## src/rtl/share_bus_pkg.sv

```systemverilog
// share_bus_pkg: shared line bus widths, parity lane size and transmitter state type
package share_bus_pkg;
   localparam int SHARE_DATA_W = 512;
   localparam int SHARE_LEN_W = 8;
   localparam int SHARE_PAR_LANE_W = 64;
   typedef enum logic [1:0] {IDLE, SEND, DONE} tx_state_t;
endpackage

```

## src/rtl/share_tx_fifo.sv

```systemverilog
// share_tx_fifo: DATA_W x DEPTH synchronous FIFO; a push while full is dropped, so a full-cycle pop frees the slot only next cycle
module share_tx_fifo #(
   parameter int DATA_W = 512,
   parameter int DEPTH = 4
) (
   input  logic              clk,
   input  logic              rstn,
   input  logic              push,
   input  logic [DATA_W-1:0] din,
   input  logic              pop,
   output logic [DATA_W-1:0] dout,
   output logic              full,
   output logic              empty
);
   localparam int AW = $clog2(DEPTH);
   logic [DATA_W-1:0] mem [DEPTH];
   logic [AW-1:0] wp, rp;
   logic [AW:0] cnt;
   logic wr, rd;
   assign wr = push & ~full;
   assign rd = pop & ~empty;
   assign full = cnt == (AW+1)'(DEPTH);
   assign empty = cnt == '0;
   assign dout = mem[rp];
   always_ff @(posedge clk or negedge rstn) begin
      if (!rstn) begin
         wp <= '0;
         rp <= '0;
         cnt <= '0;
      end else begin
         wp <= wp + AW'(wr);
         rp <= rp + AW'(rd);
         cnt <= cnt + (AW+1)'(wr) - (AW+1)'(rd);
      end
   end
   always_ff @(posedge clk)
      if (wr) mem[wp] <= din;
endmodule

```

## src/rtl/share_bus_tx.sv

```systemverilog
// share_bus_tx: framed line transmitter onto the shared bus; define SHARE_TX_PARITY_EN for per-64b-lane even parity output
module share_bus_tx
   import share_bus_pkg::*;
#(
   parameter int DATA_W = SHARE_DATA_W,
   parameter int LEN_W = SHARE_LEN_W,
   parameter int FIFO_DEPTH = 4
) (
   input  logic              clk,
   input  logic              rstn,
   input  logic              Start_i,
   input  logic [LEN_W-1:0]  FrameLen_i,
   output logic              Busy_o,
   output logic              Done_o,
   input  logic              SrcValid_i,
   input  logic [DATA_W-1:0] SrcData_i,
   output logic              SrcReady_o,
   output logic              ShareValid_o,
   output logic [DATA_W-1:0] ShareLine_o,
   output logic              ShareFirst_o,
   output logic              ShareLast_o,
`ifdef SHARE_TX_PARITY_EN
   output logic [DATA_W/SHARE_PAR_LANE_W-1:0] ShareParity_o,
`endif
   input  logic              Halt_i
);
   tx_state_t state, state_nxt;
   logic [LEN_W-1:0] len, sent;
   logic [DATA_W-1:0] head;
   logic full, empty, upd, load, accept, start;
   share_tx_fifo #(.DATA_W(DATA_W), .DEPTH(FIFO_DEPTH)) u_fifo (
      .clk(clk), .rstn(rstn), .push(SrcValid_i), .din(SrcData_i),
      .pop(load), .dout(head), .full(full), .empty(empty)
   );
   assign SrcReady_o = ~full;
   assign upd = ~ShareValid_o | ~Halt_i;
   assign load = upd & (state == SEND) & (sent < len) & ~empty;
   assign accept = ShareValid_o & ~Halt_i;
   assign start = (state == IDLE) & Start_i & (FrameLen_i != '0);
   assign Busy_o = state == SEND;
   assign Done_o = state == DONE;
   always_comb begin
      state_nxt = start ? SEND :
                  (state == SEND) ? ((accept & ShareLast_o) ? DONE : SEND) :
                  (state == DONE) ? IDLE : state;
   end
   always_ff @(posedge clk or negedge rstn)
      if (!rstn) state <= IDLE;
      else state <= state_nxt;
   // sent counts lines loaded into the output register, so it never exceeds len
   always_ff @(posedge clk or negedge rstn) begin
      if (!rstn) begin
         len <= '0;
         sent <= '0;
         ShareValid_o <= 1'b0;
         ShareFirst_o <= 1'b0;
         ShareLast_o <= 1'b0;
         ShareLine_o <= '0;
      end else begin
         if (start) begin
            len <= FrameLen_i;
            sent <= '0;
         end else if (load) sent <= sent + 1'b1;
         if (upd) begin
            ShareValid_o <= load;
            ShareFirst_o <= load & (sent == '0);
            ShareLast_o <= load & (sent == len - 1'b1);
            if (load) ShareLine_o <= head;
         end
      end
   end
`ifdef SHARE_TX_PARITY_EN
   localparam int LANES = DATA_W / SHARE_PAR_LANE_W;
   logic [LANES-1:0] par;
   for (genvar i = 0; i < LANES; i++) begin : g_par
      assign par[i] = ^head[i*SHARE_PAR_LANE_W +: SHARE_PAR_LANE_W];
   end
   always_ff @(posedge clk or negedge rstn)
      if (!rstn) ShareParity_o <= '0;
      else if (load) ShareParity_o <= par;
`endif
endmodule

```

## config.mk

```make
export PLATFORM = sky130hd
export DESIGN_NAME = share_bus_tx
export DESIGN_NICKNAME = d
export VERILOG_FILES = /design/src/rtl/share_bus_pkg.sv /design/src/rtl/share_tx_fifo.sv /design/src/rtl/share_bus_tx.sv
export SDC_FILE = /design/constraint.sdc
export NUM_CORES = 2
export LEC_CHECK = 0
export CELL_PAD_IN_SITES_DETAIL_PLACEMENT = 2
export CELL_PAD_IN_SITES_GLOBAL_PLACEMENT = 2
export CORE_ASPECT_RATIO = 0.8
export CORE_MARGIN = 2
export CORE_UTILIZATION = 44
export CTS_CLUSTER_DIAMETER = 40
export DETAILED_ROUTE_END_ITERATION = 7
export HOLD_SLACK_MARGIN = 0.15
export PLACE_DENSITY_LB_ADDON = 0.1
export SLEW_MARGIN = 20
export SYNTH_ARGS = -nofsm -noshare
export SYNTH_HDL_FRONTEND = slang
export SYNTH_HIERARCHICAL = 1
export SYNTH_SLANG_ARGS = --single-unit
```

## constraint.sdc

```tcl
create_clock -name clk -period 70.4 [get_ports clk]
set_input_delay 14.08 -clock clk [delete_from_list [all_inputs] [get_ports clk]]
set_output_delay 14.08 -clock clk [all_outputs]
set_load 0.01 [all_outputs]
```

# After elaboration in Yosys (flattened, before gate mapping)
# Memory sizes are Yosys's and may differ from the RTL's. A register that Yosys moved wholly into a read port is not among the register bits.
# Index checks and enable logic that the tools add are counted.
# word_totals
n_memories,1
inputBits,525
ram_bits,2048
reg_bits,28
word_cells,53
output_inout_bits,518
# classes
n_addsub,6
n_mux,8
n_bitwise,16
order_cmp,1
n_reduce_logical,8
n_eq_ne,4
# mem_list
name,depth,width,rd,rd_clocked_by_memory_dff,wr,line_no,source
u_fifo.mem,4,512,1,1,1,share_tx_fifo.sv:16,logic [DATA_W-1:0] mem [DEPTH];
# op_table
cell,n
$mux 8,2
$and 1x1->1,11
$add 8x1->8 const B,1
$eq 8x8->1,1
$logic_not 8->1,1
$lt 8x8->1,1
$mux 2,4
$reduce_bool 8->1,1
$sub 8x1->8 const B,1
$add 2x1->2,2
$not 1->1,4
$add 3x1->3,1
$eq 3x3->1 const B,1
$logic_not 3->1,1
$reduce_bool 3->1,1
$sub 3x1->3,1
$eq 2x1->1 const B,1
$eq 2x2->1 const B,1
$logic_not 2->1,1
$mux 1,2
$reduce_and 2->1,1
$reduce_bool 2->1,1
$logic_not 1->1,1
$or 1x1->1,1

# Logic depth before layout (Yosys ltp)
# depth
word_depth,7
mapped_depth,16

# Modules after synthesis
# The synthesis kept the hierarchy.
# by_module_without_submodules
mod,seq_area_each_um2,n_inst,cells_per_inst,area_each_um2
share_tx_fifo,61674.2,1,2705,74297.5
share_bus_tx,13337.8,1,1250,21528.1

# Worst setup path after synthesis
# OpenSTA, ideal clock, no wires.
# synth_timing
kind,input -> register
startpoint,in SrcValid_i
endpoint,mem u_fifo.mem[0][0] (enable)
t_arrival_ns,65.085
path_buffers,0
path_stages,1
path_slack_ns,2.500
path_cell_list,nor4b_1
# synth_via
elab_chain_len,3
# synth_lines
item,line_no,source
"start, declared",share_bus_tx.sv:15,"input logic SrcValid_i,"
$and 1x1->1,share_tx_fifo.sv:20,assign wr = push & ~full;
$mux 1,share_tx_fifo.sv:37,if (wr) mem[wp] <= din;
$mux 1 (implied by the code),share_tx_fifo.sv:37,
"end, declared",share_tx_fifo.sv:16,
# Every way passes these cells.

# Worst setup path in the final report
# layout_timing
startpoint,in SrcValid_i
endpoint,mem u_fifo.mem[3][354] (enable)
# Same word-level chain as after synthesis.

==> out/results.ini <==
[pwr]
switchingPower_uw = 961
p_per_area_nw_per_um2 = 33.5
p_int_mw = 3.08
p_seq_share_pct = 48.9
peakVddDrop_uv = 26.3
p_leak_nw = 42.0
p_comb_share_pct = 7.6
switching_share_pct = 23.8
clkPwrFrac_pct = 43.4

[logic_synthesis]
synth_ff_type = edfxtp_1
syn_nets = 4497
synthDistinctLibCells = 53
synthArstFlopShare_pct = 20.9
postSynthCellCount = 3955
yosys_warnings = 6
syn-cell-area_sq_um = 95800
ys_ff_latch = 2588
synth_edf_count = 2048
synth_seq_area_share_pct = 78.3
avgSynthCellArea_sq_um = 24.2

[sta]
slew_violations = 0
tns_ps = 0
layout_worst_path_cycle_share_pct = 26.3
worst_slew_pin_slew_ps = 1190
finalCriticalPeriod_ps = 18490
fmax_ghz = 0.0541
rsz0062_at_grt = false
final_hold_viol_count = 0
finalClockSkew_ps = 39.5
relSlewSlack_pct = 21.0
final-setup-viol-count = 0

[job]
cap_violations = 0

[clock_network]
clock_path_buffers = 4
post_cts_buffers = 0
cts_tree = done
clkTransAtPathRegs_ps = 60
cts_buffers = 340
cts-root-buf = clkbuf_16
hold_buffers = 0
cts.repair.resized = 0
clock_latency_ps = 860
cts_sinks = 2588
htreeDepth = 5

[global_route]
track_usage_pct = 24.0
antenna_found_initial = 120
grt_pass1_wl_microns = 384000
grt_pass1_vias = 51200
overflow = 0
grt_max_degree = 130

[floorplan]
die_y_microns = 421
row_count = 153
io_pins = 1043
core_area_sq_um = 217000
die_w_microns = 526
dieArea_sq_um = 222000
start_util_pct = 44.2

[route]
wire_per_inst_microns = 31.5
drtIter0Drc = 3094
drt_pre_antenna_iters = 5
routed_via_density = 5.43
ant_nets = 0
drc = 0
via_count = 45700
totalWireLength_microns = 265000

[cells_and_area]
nets = 5780
syn2layout_area_growth_pct = 25.8
drive_gt1_share_pct = 30.2
fin_util_pct = 55.6

[worst_setup_path]
slowest_stage = buf_4
path_delay_family = buffers and inverters
cp-end-kind = register
startpoint_type = input port
crit_chain = clkdlybuf4s50_1, and4b_4, buf_4, buf_12, buf_4, buf_4, buf_4
r2r_slack_ps = 64890
max_stage_delay_ps = 780
path_buf_inv = 6
worstPathArrival_ps = 18960
required_ps = 70870
critPathKind = in2reg
crit_top_cell = buf_4
critPathMaxFanout = 120

[placed_design]
place.gp.congestion = 0.756
port_buffers = 1042
hpwl_microns = 168000

[min_path]
min_path_type = reg2reg

[outcome]
status = completed

==> cells in the final DEF, fill, tap and decap left out, types with 18 or more instances in the layout <==
cell type        netlist  layout
edfxtp_1            2048    2048
clkdlybuf4s50_1        0    1041
dfrtp_1              540     538
mux4_2               512     512
clkbuf_16              0     348
mux2_2               308     308
mux2_4               200     200
buf_4                 27      68
inv_6                  0      50
clkbuf_1              11      49
bufinv_16              0      33
clkinv_4               0      32
diode_2                0      31
clkinv_2               0      29
clkinvlp_4             0      28
clkinv_1               0      20
nand2_1               19      19
clkbuf_8               0      18
==> worst paths after layout <==
check | startpoint | end | cells past startpoint
worst min-delay path | ShareLine_o[443] | ShareLine_o[443] | 1
max in group asynchronous | rstn | ShareLine_o[488] | 4
min in group asynchronous | rstn | ShareLine_o[329] | 1
worst min register to register | ShareLine_o[443] | ShareLine_o[443] | 1
worst max register to register | u_fifo/cnt[2] | u_fifo/mem[3][354] | 8
worst max-delay path | SrcValid_i | u_fifo/mem[3][354] | 7
==> Yosys cell counts, drive strengths merged, types with 5 or more instances <==
cell type	n	share of area, %
edfxtp	2048	64
dfrtp	540	14
mux2	512	6.8
mux4	512	12
buf	166	1.7
nand2	19	0.074
inv	18	0.071
ha	16	0.21
o21ai	13	0.068
xnor2	13	0.12
nor2	12	0.047
clkbuf	11	0.043
a21oi	10	0.056
nand3	7	0.037
o31ai	6	0.047
or4	6	0.047
nor4	5	0.033
==> registers in the layout (all words and copies together) (netlist names) <==
name and count:
ShareLine_o 512, sent 8, u_fifo/cnt 3, ShareFirst_o 1
ShareValid_o 1, len 8, state 2, ShareLast_o 1
u_fifo/mem 2048, u_fifo/wp 2, u_fifo/rp 2
==> layout make-up <==
class | instances | area, sq um
clock inverters | 210 | 2390
repair buffers | 1118 | 11100
fillers | 17800 | 96300
well taps | 2867 | 3590
diodes | 31 | 77.6
clock buffers | 415 | 9140
inverters | 18 | 75.1
multi-input cells | 1172 | 19200
flip-flops and latches | 2588 | 75000
==> power by group through the flow <==
| stage | clock network, mW | logic (mW) | registers [mW] |
|---|---|---|---|
| global placement | 0 | 0.312 | 1.99 |
| global route | 1.85 | 0.334 | 2.00 |
| CTS | 1.80 | 0.320 | 1.98 |
| finish | 1.76 | 0.309 | 1.98 |
| floorplan | 0 | 0.157 | 2.37 |
| detailed placement | 0 | 0.318 | 2.01 |
==> logic make-up (layout without fill, tap and decap cells) <==
logic type / after synthesis / in the layout / share of synthesized area, %
DFF: 2588 / 2588 / 78.3
muxes: 1025 / 1025 / 18.8
buffers and inverters: 195 / 1761 / 1.77
and+or+nand+nor: 67 / 67 / 0.368
AOI/OAI and AO/OA: 47 / 47 / 0.359
adders and majority gates: 17 / 17 / 0.230
xor gates and xnor gates: 16 / 16 / 0.146
other: 0 / 31 / 0
==> per-stage QoR <==
| stage | power, mW | instance area (sq um) | worst slack (ps) | instances | hold WS [ps] |
|---|---|---|---|---|---|
| global route | 4.18 | 121000 | 51610 | 8416 | 514 |
| detailed placement | 2.33 | 109000 | 50920 | 7762 | 482 |
| global placement | 2.30 | 109000 | 50930 | 7762 | 473 |
| finish | 4.04 | 121000 | 51910 | 8419 | 489 |
| CTS | 4.10 | 120000 | 51810 | 8387 | 495 |
| floorplan | 2.53 | 95800 | 2500 | 3955 | 487 |
==> per-layer routing <==
layer	vias up	GRT usage, %	wire, microns
li1	19000	-	-
met1	24700	29.6	102000
met2	1377	40.9	137000
met3	567	5.36	14800
met4	74	9.84	10700
met5	-	0	484
(Power assumes the default switching activity.)
